$ cat config.mk
export PLATFORM = sky130hd
export DESIGN_NAME = pingpong_ram_flat
export DESIGN_NICKNAME = d
export VERILOG_FILES = /design/src/rtl/pingpong_ram_pkg.sv /design/src/rtl/pingpong_ram_if.sv /design/src/rtl/pingpong_ram_bank.sv /design/src/rtl/pingpong_ram.sv /design/src/flat_wrapper.sv
export SDC_FILE = /design/constraint.sdc
export NUM_CORES = 2
export LEC_CHECK = 0
export ABC_CLOCK_PERIOD_IN_PS = 2200
export CAP_MARGIN = 20
export CORE_UTILIZATION = 40
export DETAILED_ROUTE_END_ITERATION = 12
export GPL_ROUTABILITY_DRIVEN = 0
export PLACE_DENSITY = 0.54
export SETUP_SLACK_MARGIN = 0.4
export SLEW_MARGIN = 25
export SYNTH_ARGS = -nofsm -noshare
export SYNTH_HDL_FRONTEND = slang
export SYNTH_SLANG_ARGS = --single-unit
$ cat constraint.sdc
create_clock -name clk -period 2.2 [get_ports clk]
set_input_delay 0.22 -clock clk [delete_from_list [all_inputs] [get_ports clk]]
set_output_delay 0.22 -clock clk [all_outputs]
set_load 0.05 [all_outputs]
$ cat src/rtl/pingpong_ram_pkg.sv
// rtl/pingpong_ram_pkg.sv - shared types and default sizes for the ping-pong buffer
package pingpong_ram_pkg;

    localparam int PP_ADDR_W = 7;
    localparam int PP_DATA_W = 8;

    typedef enum logic {
        BANK_FREE = 1'b0,
        BANK_FULL = 1'b1
    } bank_state_t;

    typedef logic bank_idx_t;

endpackage

$ cat src/rtl/pingpong_ram_if.sv
// rtl/pingpong_ram_if.sv - producer/consumer port bundle of the ping-pong buffer
interface pingpong_ram_if
    import pingpong_ram_pkg::*;
#(
    parameter int ADDR_W = PP_ADDR_W,
    parameter int DATA_W = PP_DATA_W
);

    logic [ADDR_W-1:0] addra;
    logic              wea;
    logic [DATA_W-1:0] dina;
    logic              finisha;
    logic              readya;
    logic [ADDR_W-1:0] addrb;
    logic              finishb;
    logic [DATA_W-1:0] doutb;
    logic              readyb;

    modport master (
        output addra, wea, dina, finisha, addrb, finishb,
        input  readya, doutb, readyb
    );

    modport slave (
        input  addra, wea, dina, finisha, addrb, finishb,
        output readya, doutb, readyb
    );

endinterface

$ cat src/rtl/pingpong_ram_bank.sv
// rtl/pingpong_ram_bank.sv - one simple dual-port bank, synchronous write and read
module pingpong_ram_bank #(
    parameter int ADDR_W = 7,
    parameter int DATA_W = 8
) (
    input  logic              clk,
    input  logic              rst,
    input  logic              we,
    input  logic [ADDR_W-1:0] waddr,
    input  logic [DATA_W-1:0] wdata,
    input  logic [ADDR_W-1:0] raddr,
    output logic [DATA_W-1:0] rdata
);

    logic [DATA_W-1:0] mem [2**ADDR_W];

    always_ff @(posedge clk) begin
        if (we) begin
            mem[waddr] <= wdata;
        end
    end

    // Only the read register is reset; the array contents survive reset.
    always_ff @(posedge clk) begin
        if (rst) begin
            rdata <= '0;
        end else begin
            rdata <= mem[raddr];
        end
    end

endmodule

$ cat src/rtl/pingpong_ram.sv
// rtl/pingpong_ram.sv - two-bank ping-pong buffer; PINGPONG_RAM_DOUT_REG_EN adds a doutb output stage
module pingpong_ram
    import pingpong_ram_pkg::*;
#(
    parameter int ADDR_W = PP_ADDR_W,
    parameter int DATA_W = PP_DATA_W
) (
    input  logic           clk,
    input  logic           rst,
    pingpong_ram_if.slave  bus
);

    bank_state_t       state [2];
    bank_idx_t         wsel;
    bank_idx_t         rsel;
    bank_idx_t         rsel_q;
    logic              readya;
    logic              readyb;
    logic              we0;
    logic              we1;
    logic [DATA_W-1:0] rdata [2];
    logic [DATA_W-1:0] rd_mux;

    assign readya = (state[wsel] == BANK_FREE);
    assign readyb = (state[rsel] == BANK_FULL);
    assign bus.readya = readya;
    assign bus.readyb = readyb;

    assign we0 = bus.wea && readya && (wsel == 1'b0);
    assign we1 = bus.wea && readya && (wsel == 1'b1);

    pingpong_ram_bank #(.ADDR_W(ADDR_W), .DATA_W(DATA_W)) u_bank0 (
        .clk   (clk),
        .rst   (rst),
        .we    (we0),
        .waddr (bus.addra),
        .wdata (bus.dina),
        .raddr (bus.addrb),
        .rdata (rdata[0])
    );

    pingpong_ram_bank #(.ADDR_W(ADDR_W), .DATA_W(DATA_W)) u_bank1 (
        .clk   (clk),
        .rst   (rst),
        .we    (we1),
        .waddr (bus.addra),
        .wdata (bus.dina),
        .raddr (bus.addrb),
        .rdata (rdata[1])
    );

    // When both strobes are accepted they necessarily target different banks.
    always_ff @(posedge clk) begin
        if (rst) begin
            state[0] <= BANK_FREE;
            state[1] <= BANK_FREE;
            wsel     <= 1'b0;
            rsel     <= 1'b0;
            rsel_q   <= 1'b0;
        end else begin
            if (bus.finisha && readya) begin
                state[wsel] <= BANK_FULL;
                wsel        <= ~wsel;
            end
            if (bus.finishb && readyb) begin
                state[rsel] <= BANK_FREE;
                rsel        <= ~rsel;
            end
            rsel_q <= rsel;
        end
    end

    // rsel_q remembers which bank was read at the last edge, before any handover.
    assign rd_mux = rdata[rsel_q];

`ifdef PINGPONG_RAM_DOUT_REG_EN
    logic [DATA_W-1:0] dout_q;

    always_ff @(posedge clk) begin
        if (rst) begin
            dout_q <= '0;
        end else begin
            dout_q <= rd_mux;
        end
    end

    assign bus.doutb = dout_q;
`else
    assign bus.doutb = rd_mux;
`endif

endmodule

$ cat src/flat_wrapper.sv
// flat-port wrapper written by rule: the top's interface ports become plain ports
module pingpong_ram_flat import pingpong_ram_pkg::*;
#(
    parameter int ADDR_W = PP_ADDR_W,
    parameter int DATA_W = PP_DATA_W
)
  (clk, rst, bus_addra, bus_wea, bus_dina, bus_finisha, bus_addrb, bus_finishb, bus_readya, bus_doutb, bus_readyb);
  pingpong_ram_if #(.ADDR_W(ADDR_W), .DATA_W(DATA_W)) bus_i ();
  input  logic clk;
  input  logic rst;
  input wire logic [$bits(bus_i.addra)-1:0] bus_addra;
  input wire logic [$bits(bus_i.wea)-1:0] bus_wea;
  input wire logic [$bits(bus_i.dina)-1:0] bus_dina;
  input wire logic [$bits(bus_i.finisha)-1:0] bus_finisha;
  input wire logic [$bits(bus_i.addrb)-1:0] bus_addrb;
  input wire logic [$bits(bus_i.finishb)-1:0] bus_finishb;
  output wire logic [$bits(bus_i.readya)-1:0] bus_readya;
  output wire logic [$bits(bus_i.doutb)-1:0] bus_doutb;
  output wire logic [$bits(bus_i.readyb)-1:0] bus_readyb;
  assign bus_i.addra = bus_addra;
  assign bus_i.wea = bus_wea;
  assign bus_i.dina = bus_dina;
  assign bus_i.finisha = bus_finisha;
  assign bus_i.addrb = bus_addrb;
  assign bus_i.finishb = bus_finishb;
  assign bus_readya = bus_i.readya;
  assign bus_doutb = bus_i.doutb;
  assign bus_readyb = bus_i.readyb;
  pingpong_ram #(.ADDR_W(ADDR_W), .DATA_W(DATA_W)) u_core (.clk(clk), .rst(rst), .bus(bus_i));
endmodule
==> results.json <==
{
  "async_flop_share_pct": 0,
  "tightest_slew_ps": 714,
  "timing.fmax_mhz": 433,
  "row_count": 164,
  "start_util_pct": 40.4,
  "leakagePower_nw": 34.2,
  "ios": 37,
  "path_max_fanout": 8,
  "clkPwrFrac_pct": 41.8,
  "antenna_found_initial": 7,
  "fp.dieH_um": 452,
  "fin_nets": 5062,
  "overflow": 0,
  "relSlewSlack_pct": 52.4,
  "syn-cell-area_mm2": 0.0808,
  "fin_crit_ps": 2310,
  "clk_latency_ps": 850,
  "syn2layout_area_growth_pct": 27.1,
  "hold_path_class": "in -> reg",
  "synth_cells": 4210,
  "comb_power_share_pct": 6.8,
  "status": "finished with violations",
  "ys_ff_latch": 2071,
  "rr_worst_depth": 8,
  "p_per_area_mw_per_mm2": 824,
  "total_power_w": 0.0846,
  "synth_edf_count": 2048,
  "grt_first_pass_wirelength_mm": 325,
  "routed_wl_mm": 229,
  "routedWlPerCell_um": 29.1,
  "avgSynthCellArea_um2": 19.2,
  "cts_sinks": 2071,
  "path_clk_slew_ps": 60,
  "drv_cap": 0,
  "worst_ir_drop_vdd_mv": 0.656,
  "failed_checks": "setup timing",
  "r2r_slack_ps": -110,
  "clk_path_buf_depth": 3,
  "rsz0062_at_grt": "true",
  "crit_arrival_ps": 2810,
  "route.detailed.drc": 0,
  "cts-buffers-inserted": 214,
  "yosysUniqueCellTypes": 51,
  "switching_power_w": 0.0188,
  "finalHoldViolations": 0,
  "core_area_mm2": 0.200,
  "report.final.slew_viol_count": 0,
  "timing.rr.end": "u_core.u_bank0.mem[106][3]",
  "finalCritPeriodShare_pct": 105,
  "worstSetupPathType": "reg -> reg",
  "ys.warnings.count": 0,
  "cp.required_ps": 2700,
  "grt_max_degree": 83,
  "start_kind": "flop",
  "ys.flop_type": "edfxtp_1",
  "synth.net_count": 4237,
  "internal_power_w": 0.0658,
  "ys_seq_area_share_pct": 76.7,
  "critPathCaptureType": "flop",
  "grtUsageTotal_pct": 22.2,
  "tritoncts": "done",
  "swShare_pct": 22.2,
  "fin_ws_ps": -111,
  "vias_per_cell": 5.55,
  "fin_skew_ps": 31.0,
  "die_w_um": 452,
  "vias": 43700,
  "p_seq_share_pct": 51.5,
  "dp_hpwl_mm": 150,
  "hold_ws_ps": 110,
  "grt_pass1_vias": 44100,
  "fillers": 16100,
  "htreeDepth": 4,
  "drtPass1Iterations": 6,
  "clockRootBuffer": "clkbuf_16",
  "antenna_left": 0,
  "drt-initial-drc-count": 4564,
  "endpoint": "u_core.u_bank0.mem[106][3]",
  "die-area_mm2": 0.204,
  "setup_violations": 657,
  "portBuffers": 36,
  "drive_above_1_share_pct": 33.5
}
logic make-up (layout without fill, tap and decap cells):
logic type	count (synthesis)	after routing	synth area share (%)
compound gates	570	570	5.15
xor+xnor	2	2	0.0217
other cells	0	2	0
flops	2071	2071	76.7
simple gates	494	494	2.56
buf+inv	262	1276	1.79
mux	811	811	13.8
per-stage QoR:
stage | cell area [um2] | utilization, % | worst slack [ps] | TNS, ps | std cells
2_1_floorplan | 82300 | - | -79.8 | -30550 | 4210
3_3_place_gp | 93200 | 46.5 | -1090 | -207950 | 7405
3_5_place_dp | 93200 | 46.5 | -1170 | -241130 | 7405
4_1_cts | 102000 | 50.9 | -109 | -27370 | 7869
5_1_grt | 103000 | 51.3 | -129 | -68280 | 7882
6_report | 103000 | 51.3 | -111 | -18320 | 7882
worst min-delay path by stage:
stage / start / endpoint / cells past startpoint
after floorplan: rst / u_core.rsel_q / 1
after global placement: u_core.state[0] / u_core.state[0] / 2
after detailed placement: u_core.state[0] / u_core.state[0] / 2
after CTS: bus_finisha / u_core.state[1] / 3
after global routing: bus_finisha / u_core.state[1] / 3
final: bus_finisha / flop / 4
registers in the layout, summed over array words and instances, names as in the netlist, named ones only:
name	count
u_core.rsel	1
u_core.rsel_q	1
u_core.state	2
u_core.u_bank0.mem	1024
u_core.u_bank0.rdata	8
u_core.u_bank1.mem	1024
u_core.u_bank1.rdata	8
u_core.wsel	1
per-layer routing:
| layer | track usage (%) | vias to the layer above | routed length, um |
|---|---|---|---|
| met5 | 0 | - | 12 |
| met4 | 5.63 | 2 | 5490 |
| met3 | 3.31 | 276 | 12700 |
| met2 | 36.1 | 1283 | 111000 |
| met1 | 31.5 | 23200 | 100000 |
| li1 | - | 19000 | - |
worst max-delay path: stages, from the launching register on:
cell and delay, ps:
dfxtp_2 340, mux2i_4 330, and2_4 220, nor3b_4 190, buf_6 190, buf_12 120, nand2_8 80, buf_12 170
nor2_4 290
cells in the mapped netlist (all sizes together), types with 2 or more instances:
cell | n | area share (%)
edfxtp | 2048 | 76
mux2i | 547 | 6.8
nor2 | 276 | 1.3
a22oi | 254 | 2.4
mux4 | 242 | 6.7
buf | 137 | 1.2
clkbuf | 121 | 0.56
nand2 | 112 | 0.52
a21oi | 96 | 0.59
a221oi | 46 | 0.50
nand3 | 46 | 0.28
o21ai | 36 | 0.22
a211oi | 30 | 0.28
nor2b | 25 | 0.19
dfxtp | 23 | 0.57
mux2 | 22 | 0.31
a31oi | 16 | 0.12
a221o | 14 | 0.17
o211ai | 14 | 0.13
o21a | 14 | 0.13
o311a | 14 | 0.17
nor3 | 13 | 0.080
a2111oi | 12 | 0.21
o221ai | 12 | 0.13
nand4 | 5 | 0.039
nor4 | 4 | 0.031
o22ai | 4 | 0.031
and2 | 3 | 0.023
inv | 3 | 0.014
nand3b | 3 | 0.028
a41oi | 2 | 0.022
nor3b | 2 | 0.019
o2111ai | 2 | 0.022
xor2 | 2 | 0.022
power by group through the flow:
stage	registers (W)	logic (W)	clock network (W)
after floorplan	0.0443	0.00237	0
after CTS	0.0435	0.00566	0.0360
after detailed placement	0.0444	0.00540	0
after global routing	0.0435	0.00598	0.0375
final	0.0435	0.00572	0.0353
after global placement	0.0444	0.00536	0
timing repair:
item | 4_1_cts | 5_1_grt
hold buffers | 9 | 0
gates cloned | 6 | 3
endpoints found under the hold margin | 493 | 0
setup endpoints to repair | 2074 | 2074
pin swaps | 108 | 70
resized for setup | 253 | 123
setup buffers | 44 | 8
cell usage in the layout, fill, tap and decap left out, types with 88 or more instances in the layout:
master | Yosys | final
buf_4 | 48 | 457
nor2_4 | 0 | 229
clkbuf_16 | 0 | 221
nand2_1 | 112 | 96
a22oi_1 | 252 | 231
edfxtp_1 | 2048 | 2048
buf_12 | 2 | 272
a21oi_1 | 96 | 88
mux2i_1 | 547 | 546
mux4_2 | 242 | 242
layout make-up:
class                      instances  area, um2  share of cell area [%]
tap                             2656       3320                    3.24
inverter                           4       22.5                  0.0219
clock inverter                   135       1190                    1.16
timing repair buffer             867      10700                    10.4
clock buffer                     270       5680                    5.53
multi-input combinational       1877      19900                    19.3
sequential                      2071      62000                    60.3
antenna                            2       5.00                 0.00487
Note: power is estimated with default switching activity, not from simulation.
